===== src/rtl/operand_stack.sv =====
// -----------------------------------------------------------------------------
// operand_stack
//
// Parametrised operand stack for the WebAssembly CPU core. It supports push,
// pop, unary/binary replace and dup operations. The top two entries are held
// in dedicated registers, so the ALU sees its operands combinationally with no
// read cycle. Deeper entries are kept in a register array.
//
// Optional feature macro: OPERAND_STACK_TRAP_EN
//   defined   : stack faults latch a sticky trap code, and op_ready drops
//               until reset.
//   undefined : trap is tied to 0 and op_ready is tied to 1. Faulting ops
//               are silently discarded, and illegal opcodes act as NOP.
//
// Parameters
//   WIDTH  bits per entry
//   DEPTH  maximum number of entries (>= 2)
//   CW     width of count, derived as $clog2(DEPTH+1)
//
// Ports
//   clk           clock; all state changes on the rising edge
//   reset         asynchronous, active-low reset
//   op_valid      operation request
//   op_ready      stack accepts an operation (depends only on registered trap)
//   op            0 NOP, 1 PUSH, 2 DROP, 3 UNARY, 4 BINARY, 5 DUP, 6-7 illegal
//   op_data       PUSH value, or UNARY/BINARY result
//   top           entry 0, or 0 when empty
//   next          entry 1, or 0 when count < 2
//   count         number of valid entries
//   result        alias of top
//   result_empty  count == 0
//   full          count == DEPTH
//   trap          0 none, 1 overflow, 2 underflow, 3 illegal op (sticky)
// -----------------------------------------------------------------------------
module operand_stack #(
  parameter  int WIDTH = 64,
  parameter  int DEPTH = 16,
  localparam int CW    = $clog2(DEPTH + 1)
) (
  input  logic             clk,
  input  logic             reset,
  input  logic             op_valid,
  output logic             op_ready,
  input  logic [2:0]       op,
  input  logic [WIDTH-1:0] op_data,
  output logic [WIDTH-1:0] top,
  output logic [WIDTH-1:0] next,
  output logic [CW-1:0]    count,
  output logic [WIDTH-1:0] result,
  output logic             result_empty,
  output logic             full,
  output logic [3:0]       trap
);

  // Entries 2..DEPTH-1 live in the array. Entry k sits at index count-1-k, so
  // entry 2 is at count-3. As a result, BINARY and DROP never move array
  // contents; only the boundary slot is read or written.
  localparam int MEM_N = (DEPTH > 2) ? DEPTH - 2 : 1;
  localparam int IW    = (MEM_N > 1) ? $clog2(MEM_N) : 1;

  localparam logic [2:0] OP_NOP    = 3'd0;
  localparam logic [2:0] OP_PUSH   = 3'd1;
  localparam logic [2:0] OP_DROP   = 3'd2;
  localparam logic [2:0] OP_UNARY  = 3'd3;
  localparam logic [2:0] OP_BINARY = 3'd4;
  localparam logic [2:0] OP_DUP    = 3'd5;

  localparam logic [3:0] TRAP_NONE = 4'd0;
  localparam logic [3:0] TRAP_OVF  = 4'd1;
  localparam logic [3:0] TRAP_UNF  = 4'd2;
  localparam logic [3:0] TRAP_ILL  = 4'd3;

  logic [WIDTH-1:0] top_q, top_d;
  logic [WIDTH-1:0] next_q, next_d;
  logic [CW-1:0]    count_q, count_d;
  logic [WIDTH-1:0] mem_q [MEM_N];

  logic             has1, has2, has3, not_full;
  logic [3:0]       fault_code;
  logic             fire;
  logic             wr_en;
  logic [IW-1:0]    wr_idx;
  logic [IW-1:0]    rd_idx;
  logic [WIDTH-1:0] rd_val;

  // Fault decode. Illegal opcodes take priority over underflow, and underflow
  // takes priority over overflow.
  always_comb begin
    has1       = (count_q != '0);
    has2       = (count_q >= CW'(2));
    has3       = (count_q >= CW'(3));
    not_full   = (count_q != CW'(DEPTH));
    fault_code = TRAP_NONE;
    case (op)
      OP_NOP:    fault_code = TRAP_NONE;
      OP_PUSH:   if (!not_full) fault_code = TRAP_OVF;
      OP_DROP:   if (!has1)     fault_code = TRAP_UNF;
      OP_UNARY:  if (!has1)     fault_code = TRAP_UNF;
      OP_BINARY: if (!has2)     fault_code = TRAP_UNF;
      OP_DUP: begin
        if (!has1)          fault_code = TRAP_UNF;
        else if (!not_full) fault_code = TRAP_OVF;
      end
      default:   fault_code = TRAP_ILL;
    endcase
  end

  assign fire   = op_valid && op_ready && (fault_code == TRAP_NONE);
  assign wr_idx = IW'(count_q - CW'(2));
  assign rd_idx = IW'(count_q - CW'(3));
  // rd_idx may be out of range while count < 3. The value is only used when
  // has3 is set.
  assign rd_val = mem_q[rd_idx];

  always_comb begin
    top_d   = top_q;
    next_d  = next_q;
    count_d = count_q;
    wr_en   = 1'b0;
    if (fire) begin
      case (op)
        OP_PUSH: begin
          top_d   = op_data;
          next_d  = top_q;
          count_d = count_q + CW'(1);
          wr_en   = has2;
        end
        OP_DROP: begin
          top_d   = next_q;
          next_d  = has3 ? rd_val : '0;
          count_d = count_q - CW'(1);
        end
        OP_UNARY: begin
          top_d = op_data;
        end
        OP_BINARY: begin
          top_d   = op_data;
          next_d  = has3 ? rd_val : '0;
          count_d = count_q - CW'(1);
        end
        OP_DUP: begin
          next_d  = top_q;
          count_d = count_q + CW'(1);
          wr_en   = has2;
        end
        default: begin
          top_d = top_q;
        end
      endcase
    end
  end

  // The top and next registers are kept at zero whenever they are logically
  // invalid. This lets the outputs come straight from the flops.
  always_ff @(posedge clk or negedge reset) begin
    if (!reset) begin
      top_q   <= '0;
      next_q  <= '0;
      count_q <= '0;
    end else begin
      top_q   <= top_d;
      next_q  <= next_d;
      count_q <= count_d;
    end
  end

  // Deep storage has no reset. Slots are written before they are ever read,
  // and popped slots are left stale.
  always_ff @(posedge clk) begin
    if (wr_en) begin
      mem_q[wr_idx] <= next_q;
    end
  end

`ifdef OPERAND_STACK_TRAP_EN
  logic [3:0] trap_q, trap_d;

  always_comb begin
    trap_d = trap_q;
    if (op_valid && op_ready && (fault_code != TRAP_NONE)) begin
      trap_d = fault_code;
    end
  end

  always_ff @(posedge clk or negedge reset) begin
    if (!reset) begin
      trap_q <= TRAP_NONE;
    end else begin
      trap_q <= trap_d;
    end
  end

  assign trap     = trap_q;
  assign op_ready = (trap_q == TRAP_NONE);
`else
  assign trap     = TRAP_NONE;
  assign op_ready = 1'b1;
`endif

  assign top          = top_q;
  assign next         = next_q;
  assign count        = count_q;
  assign result       = top_q;
  assign result_empty = (count_q == '0);
  assign full         = (count_q == CW'(DEPTH));

endmodule

===== config.mk =====
export PLATFORM = sky130hd
export DESIGN_NAME = operand_stack
export DESIGN_NICKNAME = d
export VERILOG_FILES = /design/src/rtl/operand_stack.sv
export SDC_FILE = /design/constraint.sdc
export NUM_CORES = 1
export LEC_CHECK = 0
export CORE_MARGIN = 8
export CORE_UTILIZATION = 53
export CTS_CLUSTER_DIAMETER = 100
export DETAILED_ROUTE_END_ITERATION = 8
export PLACE_DENSITY = 0.76
export REMOVE_ABC_BUFFERS = 1
export SETUP_SLACK_MARGIN = 0.15
export SLEW_MARGIN = 20
export SYNTH_ARGS = -nofsm -noshare
export SYNTH_HDL_FRONTEND = slang
export SYNTH_SLANG_ARGS = --single-unit

===== constraint.sdc =====
create_clock -name clk -period 4.17 [get_ports clk]
set_input_delay 1.251 -clock clk [delete_from_list [all_inputs] [get_ports clk]]
set_output_delay 1.251 -clock clk [all_outputs]
set_load 0.02 [all_outputs]

-- After elaboration in Yosys (flattened, before gate mapping)
Memories as Yosys holds them, arrays and structs flattened.
Cells that the tools add are included.
- add/subtract/negate cells: 4
- equality and inequality tests: 7
- reductions and logical operators: 13
- magnitude comparators: 2
- muxes and demuxes: 13
- operator list (operator ; number):
    $pmux 64 s2 ; 2
    $mux 64 ; 1
    $pmux 4 s5 ; 1
    $ge 5x2->1 const B ; 2
    $pmux 5 s2 ; 1
    $sub 4x2->4 const B ; 2
    $eq 3x2->1 const B ; 2
    $eq 3x3->1 const B ; 2
    $reduce_or 2->1 ; 3
    $add 5x1->5 const B ; 1
    $eq 5x5->1 const B ; 1
    $logic_not 5->1 ; 1
    $mux 1 ; 5
    $ne 5x5->1 const B ; 1
    $reduce_bool 5->1 ; 1
    $sub 5x1->5 const B ; 1
    $logic_not 4->1 ; 1
    $mux 2 ; 2
    $mux 4 ; 1
    $reduce_and 2->1 ; 2
    $reduce_bool 2->1 ; 2
    $eq 3x1->1 const B ; 1
    $logic_not 3->1 ; 1
    $reduce_or 3->1 ; 1
    $logic_and 1x1->1 ; 1
- memory bits (writable): 896
- output and inout bits: 204
- input bits: 70
- memories: 1
- register bits after elaboration: 133
- memories (name ; depth ; width ; read ports ; clocked after memory_dff ; wr ports ; RTL line ; RTL):
    mem_q ; 14 ; 64 ; 1 ; 0 ; 1 ; 76 ; logic [WIDTH-1:0] mem_q [MEM_N];

-- Longest topological paths before layout
Gate-level depths: netlist of run 1.
- depth after elaboration: 9
- depth in mapped cells: 14
- depth with buffers taken out: 8

-- Worst setup path before layout of run 1
Ideal clock, no wire load.
- kind: register to register
- from: register count_q[0] (netlist: count[0])
- to: memory mem_q[7][0] (enable)
- library setup time: 429 ps
- arrival: 4331 ps
- period minus slack after synthesis: 4760 ps
- setup slack: -590 ps
- buffers on the path: 4
- cell stages (with the launch flop): 12
- cells stage by stage: dfrtp_1 buf_2 buf_4 buf_4 buf_2 inv_1 ha_1 nand4bb_1 inv_1 or4_1 nor3_1 and2_1
- longest elaborated chain between the ends: 9
- elaborated cells between the ends (all ways): 15
- RTL lines (what ; RTL line ; RTL):
    start, declared ; 75 ; logic [CW-1:0] count_q, count_d;
    start signal, assigned ; 163 ; count_q <= count_d;
    parallel branches: the longest is 9 deep, another holds $ge 5x2->1 ; -- ;
    end, declared ; 76 ;
Several ways; the timed one is not identified.

-- Final worst setup path of run 1
- from: register count_q[1] (netlist: count[1])
- to: output port result_empty
- longest elaborated chain between the ends: 1
- RTL lines (what ; RTL line ; RTL):
    $logic_not 5->1 ; 204 ; assign result_empty = (count_q == '0);
    end, declared ; 50 ; output logic result_empty,
Every way passes these cells.

==> results of run 1 <==
cells by family (layout without fill, tap and decap cells):
kind of cell	after synthesis	after routing	synth area share [%]
DFF	1029	1029	72.4
muxes	321	321	13.5
AOI/OAI and AO/OA	281	281	7.55
buffers and inverters	269	625	3.73
and+or+nand+nor	235	235	2.36
adders and majority gates	10	10	0.318
xor gates and xnor gates	6	6	0.126
other	2	5	0.0180
worst max-delay path: cells and delay by family (launching register included):
family	cells	cell delay, ns
AND/OR/NAND/NOR	1	0.50
flip-flops	1	0.48
buffers and inverters	3	0.83
adder cells (fa/ha/maj)	1	0.21
placed cells by master, fill, tap and decap left out, drive strengths merged, types with 71 or more instances in the layout:
cell type / instances
mux2i: 129
mux4: 192
clkbuf: 152
a21oi: 71
clkdlybuf4s50: 267
edfxtp: 896
dfrtp: 133
inv: 74
buf: 95
nand2: 133
routing by layer:
layer / global-route usage (%) / vias up / wire length [µm]
met2: 36.2 / 967 / 48200
li1: - / 9148 / -
met4: 5.55 / 2 / 2090
met1: 30.3 / 11400 / 38400
met3: 3.36 / 161 / 7490
met5: 0 / - / 13
final cells by class:
cell class	count	area (µm²)	share of cell area [%]
timing repair buffer	362	4070	8.23
sequential	1029	30200	61.2
multi-input combinational	858	10100	20.4
inverter	72	274	0.554
tap	1050	1310	2.66
clock buffer	152	2940	5.95
clock inverter	39	524	1.06
path summary, 6_finish.rpt:
check / from / endpoint / depth (start not counted)
setup / recovery: count[1] / result_empty / 5
hold / removal: result[25] / result[25] / 2
setup reg to reg: count[0] / next[43] / 7
hold reg to reg: result[25] / result[25] / 2
max in group asynchronous: reset / result[49] / 2
min in group asynchronous: reset / result[16] / 1
state kept, by name, summed over array words and instances (netlist names):
| register | count |
|---|---|
| result | 64 |
| count | 5 |
| mem_q | 896 |
| next | 64 |
power by group:
| part | internal, mW | leakage (nW) | switching, mW | total, mW |
|---|---|---|---|---|
| sequential | 12.8 | 9.83 | 1.49 | 14.3 |
| clock | 5.52 | 1.69 | 3.80 | 9.33 |
| combinational | 6.13 | 5.44 | 7.56 | 13.7 |
repair_timing:
item / 4_1_cts / 5_1_grt
hold buffers: 0 / 0
pin swaps: 0 / 0
setup endpoints to repair: 1 / 1
buffers inserted: 0 / 0
gates resized for setup: 1 / 2
==> results.json, run 1 <==
{
  "rsz0062_at_grt": "false",
  "relSlewSlack_pct": 37.8,
  "min_period_over_period_pct": 94.2,
  "synthCells": 2153,
  "clk_pin_slew_ns": 0.06,
  "hold_violations": 0,
  "criticalPathCategory": "reg -> out",
  "vias": 21700,
  "fin_ws_ns": 0.240,
  "synthArstFlopShare_pct": 12.9,
  "clkSinkCount": 1029,
  "area_growth_pct": 18.4,
  "ioPinCount": 274,
  "cts_tree": "yes",
  "die_w_um": 297,
  "first_pass_iters": 5,
  "synth_top_cell_area_share_pct": 64.5,
  "rows": 103,
  "diodes": 0,
  "hp-class": "reg -> reg",
  "start_kind": "flop",
  "die_h_um": 297,
  "drv_slew": 0,
  "cpMaxStageDelayCell": "clkdlybuf4s50_1",
  "arrival_ns": 2.68,
  "endpoint_kind": "output pin",
  "p_leak_nw": 17.0,
  "ys_types": 50,
  "grt_pass1_wl_mm": 144,
  "drive_gt1_share_pct": 26.1,
  "worst_slew_pin_slew_ns": 0.933,
  "status": "complete, no violations",
  "core_area_um2": 78500,
  "r2r_slack_ns": 0.81,
  "ant_nets": 0,
  "vdd_drop_max_mv": 0.736,
  "io_buffer_count": 268,
  "die-area_um2": 88000,
  "htreeDepth": 3,
  "ys.flop_type": "edfxtp_1",
  "drc": 0,
  "setup_violations": 0,
  "synth_common_cells": "edfxtp_1 (896), mux4_2 (192), dfrtp_1 (133)",
  "wl_per_cell_um": 27.0,
  "synthTopCellsByArea": "edfxtp_1 (64%), mux4_2 (10%), dfrtp_1 (8.0%)",
  "drt_iter0_markers": 2143,
  "yosysWarnings": 0,
  "post-place-ws_ns": 0.136,
  "antenna_found_initial": 2,
  "insertion_delay_ns": 0.66,
  "cts_buffers": 101,
  "place_area_um2": 45900,
  "syn_area_um2": 41700,
  "finalPower_mw": 37.3,
  "grt_use_total_pct": 21.8,
  "avgSynthCellArea_um2": 19.4,
  "fin_cells": 3562,
  "cp_max_fo": 7,
  "path_cells": "inv_2 -> ha_4 -> or4b_4 -> inv_1 -> clkdlybuf4s50_1",
  "post-route-util_pct": 63.0,
  "fin_nets": 2504,
  "drv_cap": 0,
  "drt_wl_total_mm": 96.1,
  "fillers": 5140,
  "dp_hpwl_mm": 56.7,
  "placed_cells": 3371,
  "grt_max_degree": 94,
  "viasPerCell": 6.10,
  "max_stage_delay_ns": 0.60,
  "post-synth-top-area-cell": "edfxtp_1",
  "clockRootBuffer": "clkbuf_16",
  "seq_area_frac_synth_pct": 72.4,
  "max_freq_ghz": 0.254,
  "power_density_nw_per_um2": 755,
  "synthMostInstantiatedCell": "edfxtp_1",
  "clockBufferDepth": 3,
  "synth_edf_count": 896,
  "tns_ns": 0,
  "ys_ff_latch": 1029,
  "fin_area_um2": 49400,
  "timing.hold.ws_ns": 0.580,
  "gp_congestion": 0.813,
  "grt.overflow.total": 0,
  "finClkSkew_ns": 0.0190,
  "crit_required_ns": 2.92,
  "start_util_pct": 53.2,
  "fin_crit_ns": 3.93,
  "grt_pass1_vias": 22500
}
Power figures use the tool's default switching activity.
==> inputs of run 2 (changes only) <==
- CTS_CLUSTER_SIZE: unset -> 30
==> results.json, run 2 (synthesis gave the netlist of run 1 again) <==
{
  "rows": 103,
  "cts_tree": "yes",
  "mostFrequentLayoutCell": "edfxtp_1",
  "drive_gt1_share_pct": 22.8,
  "holdPathStages": 2,
  "ctsResizeCount": 1,
  "fin_crit_ns": 3.87,
  "criticalPathCategory": "reg -> out",
  "finalPower_mw": 32.6,
  "area_growth_pct": 12.9,
  "met2_wirelength_mm": 46.1,
  "dp_hpwl_mm": 56.7,
  "drt_wl_total_mm": 91.7,
  "rsz0062_at_grt": "false",
  "post_cts_buffers": 0,
  "start_util_pct": 53.2,
  "die_h_um": 297,
  "die_w_um": 297,
  "cp_max_fo": 5,
  "vdd_drop_max_mv": 0.703,
  "wl_per_cell_um": 26.6,
  "ant_nets": 0,
  "cpMaxStageDelayCell": "clkdlybuf4s50_1",
  "clkSinkCount": 1029,
  "cts_hold_buf": 0,
  "clockRootBuffer": "clkbuf_16",
  "met1_length_mm": 37.8,
  "crit_required_ns": 2.92,
  "grt.overflow.total": 0,
  "start_kind": "flop",
  "top_layer": "met5",
  "reg2reg_from": "count[0]",
  "hp-class": "reg -> reg",
  "clkPwrFrac_pct": 14.7,
  "p_sw_mw": 11.9,
  "antenna_found_initial": 2,
  "arrival_ns": 2.62,
  "vias": 20900,
  "p_int_mw": 20.8,
  "max_freq_ghz": 0.258,
  "worst_slew_pin_slew_ns": 0.926,
  "max_stage_delay_ns": 0.60,
  "diodes": 0,
  "hold_violations": 0,
  "gp_congestion": 0.813,
  "drt_iter0_markers": 2115,
  "min_to": "result[42]",
  "r2r_slack_ns": 0.94,
  "grt_use_total_pct": 20.8,
  "power_density_nw_per_um2": 693,
  "status": "complete, no violations",
  "finClkSkew_ns": 0.0306,
  "drv_slew": 0,
  "path_cells": "clkinvlp_4 -> ha_4 -> or4b_4 -> inv_1 -> clkdlybuf4s50_1",
  "core_area_um2": 78500,
  "final_cell_mix": "edfxtp_1 (896), clkdlybuf4s50_1 (267), mux4_2 (192)",
  "pwr-share-comb_pct": 41.6,
  "setup_violations": 0,
  "placed_cells": 3371,
  "reg2reg_depth": 7,
  "insertion_delay_ns": 0.62,
  "relSlewSlack_pct": 38.3,
  "largest_reg_flops": 896,
  "drv_cap": 0,
  "endpoint_kind": "output pin",
  "min_period_over_period_pct": 92.8,
  "viasPerCell": 6.07,
  "htreeDepth": 2,
  "fin_nets": 2443,
  "ioPinCount": 274,
  "drc": 0,
  "grt_pass1_vias": 21600,
  "p_leak_nw": 15.8,
  "cts_buffers": 40,
  "tns_ns": 0,
  "grt_pass1_wl_mm": 138,
  "die-area_um2": 88000,
  "regMostFlops": "mem_q",
  "first_pass_iters": 6,
  "grt_max_degree": 94,
  "r2r-end": "next[43]",
  "fin_cells": 3444,
  "clockBufferDepth": 3,
  "io_buffer_count": 268,
  "hold_start": "result[42]",
  "fin_ws_ns": 0.300,
  "met3_length_mm": 6.30,
  "seqPwrFrac_pct": 43.6,
  "post-place-ws_ns": 0.136,
  "netSwitchingFraction_pct": 36.4,
  "clk_pin_slew_ns": 0.11
}
[run 2: cell count changes in the layout (fill, tap and decap cells not counted), moves of 5 or more]
cell       change
clkinv_1       -5
clkbuf_16     -63
bufinv_16     -10
clkbuf_8      -18
clkinv_2      -13
[run 2: how the worst max path moves through the flow]
| stage | from | depth (start not counted) | end |
|---|---|---|---|
| 3_5_place_dp | op[2] | 7 | mem_q[12][41] |
| 4_1_cts | count[0] | 5 | result_empty |
| 5_1_grt | count[1] | 5 | result_empty |
| 3_3_place_gp | op[2] | 7 | mem_q[12][43] |
| 2_1_floorplan | count[0] | 7 | next[62] |
| 6_report | count[0] | 5 | result_empty |
[run 2: metrics by stage]
step	hold slack, ns	util (%)	instance area, µm²
after detailed placement	0.566	58.5	45900
after global placement	0.556	58.5	45900
after global routing	0.622	60.0	47100
final	0.596	60.0	47100
after CTS	0.593	60.0	47100
after floorplan	0.668	-	40500
[run 2: per-layer routing]
metal	track usage [%]	vias to the layer above
li1	-	8954
met1	29.9	11000
met2	34.8	817
met3	2.43	87
met4	3.84	2
met5	0	-
[run 2: final cells by class]
class | count | area, µm²
Sequential cell | 1029 | 30200
Clock buffer | 68 | 1110
Tap cell | 1050 | 1310
Clock inverter | 5 | 52.6
Inverter | 72 | 274
Fill cell | 5394 | 31400
Timing Repair Buffer | 362 | 4070
Multi-Input combinational cell | 858 | 10100
[run 2: power by group through the flow]
stage	registers [mW]	clock network (mW)	logic, mW
after floorplan	15.2	0	5.92
after global placement	14.3	0	13.5
after detailed placement	14.5	0	13.7
after CTS	14.2	4.90	13.8
after global routing	14.4	5.26	14.4
final	14.2	4.80	13.6
[run 2: worst max-delay path: cells and delay by family, from the launching register on]
family        cells  cell delay [ns]
buf+inv           3             0.81
flops             1             0.52
simple gates      1             0.49
fa+ha+maj         1             0.20
==> inputs of run 3 (changes only) <==
- SLEW_MARGIN: 20 -> unset
==> results of run 3 <==
The final DEF is identical to that of run 2; final timing and power are the same.
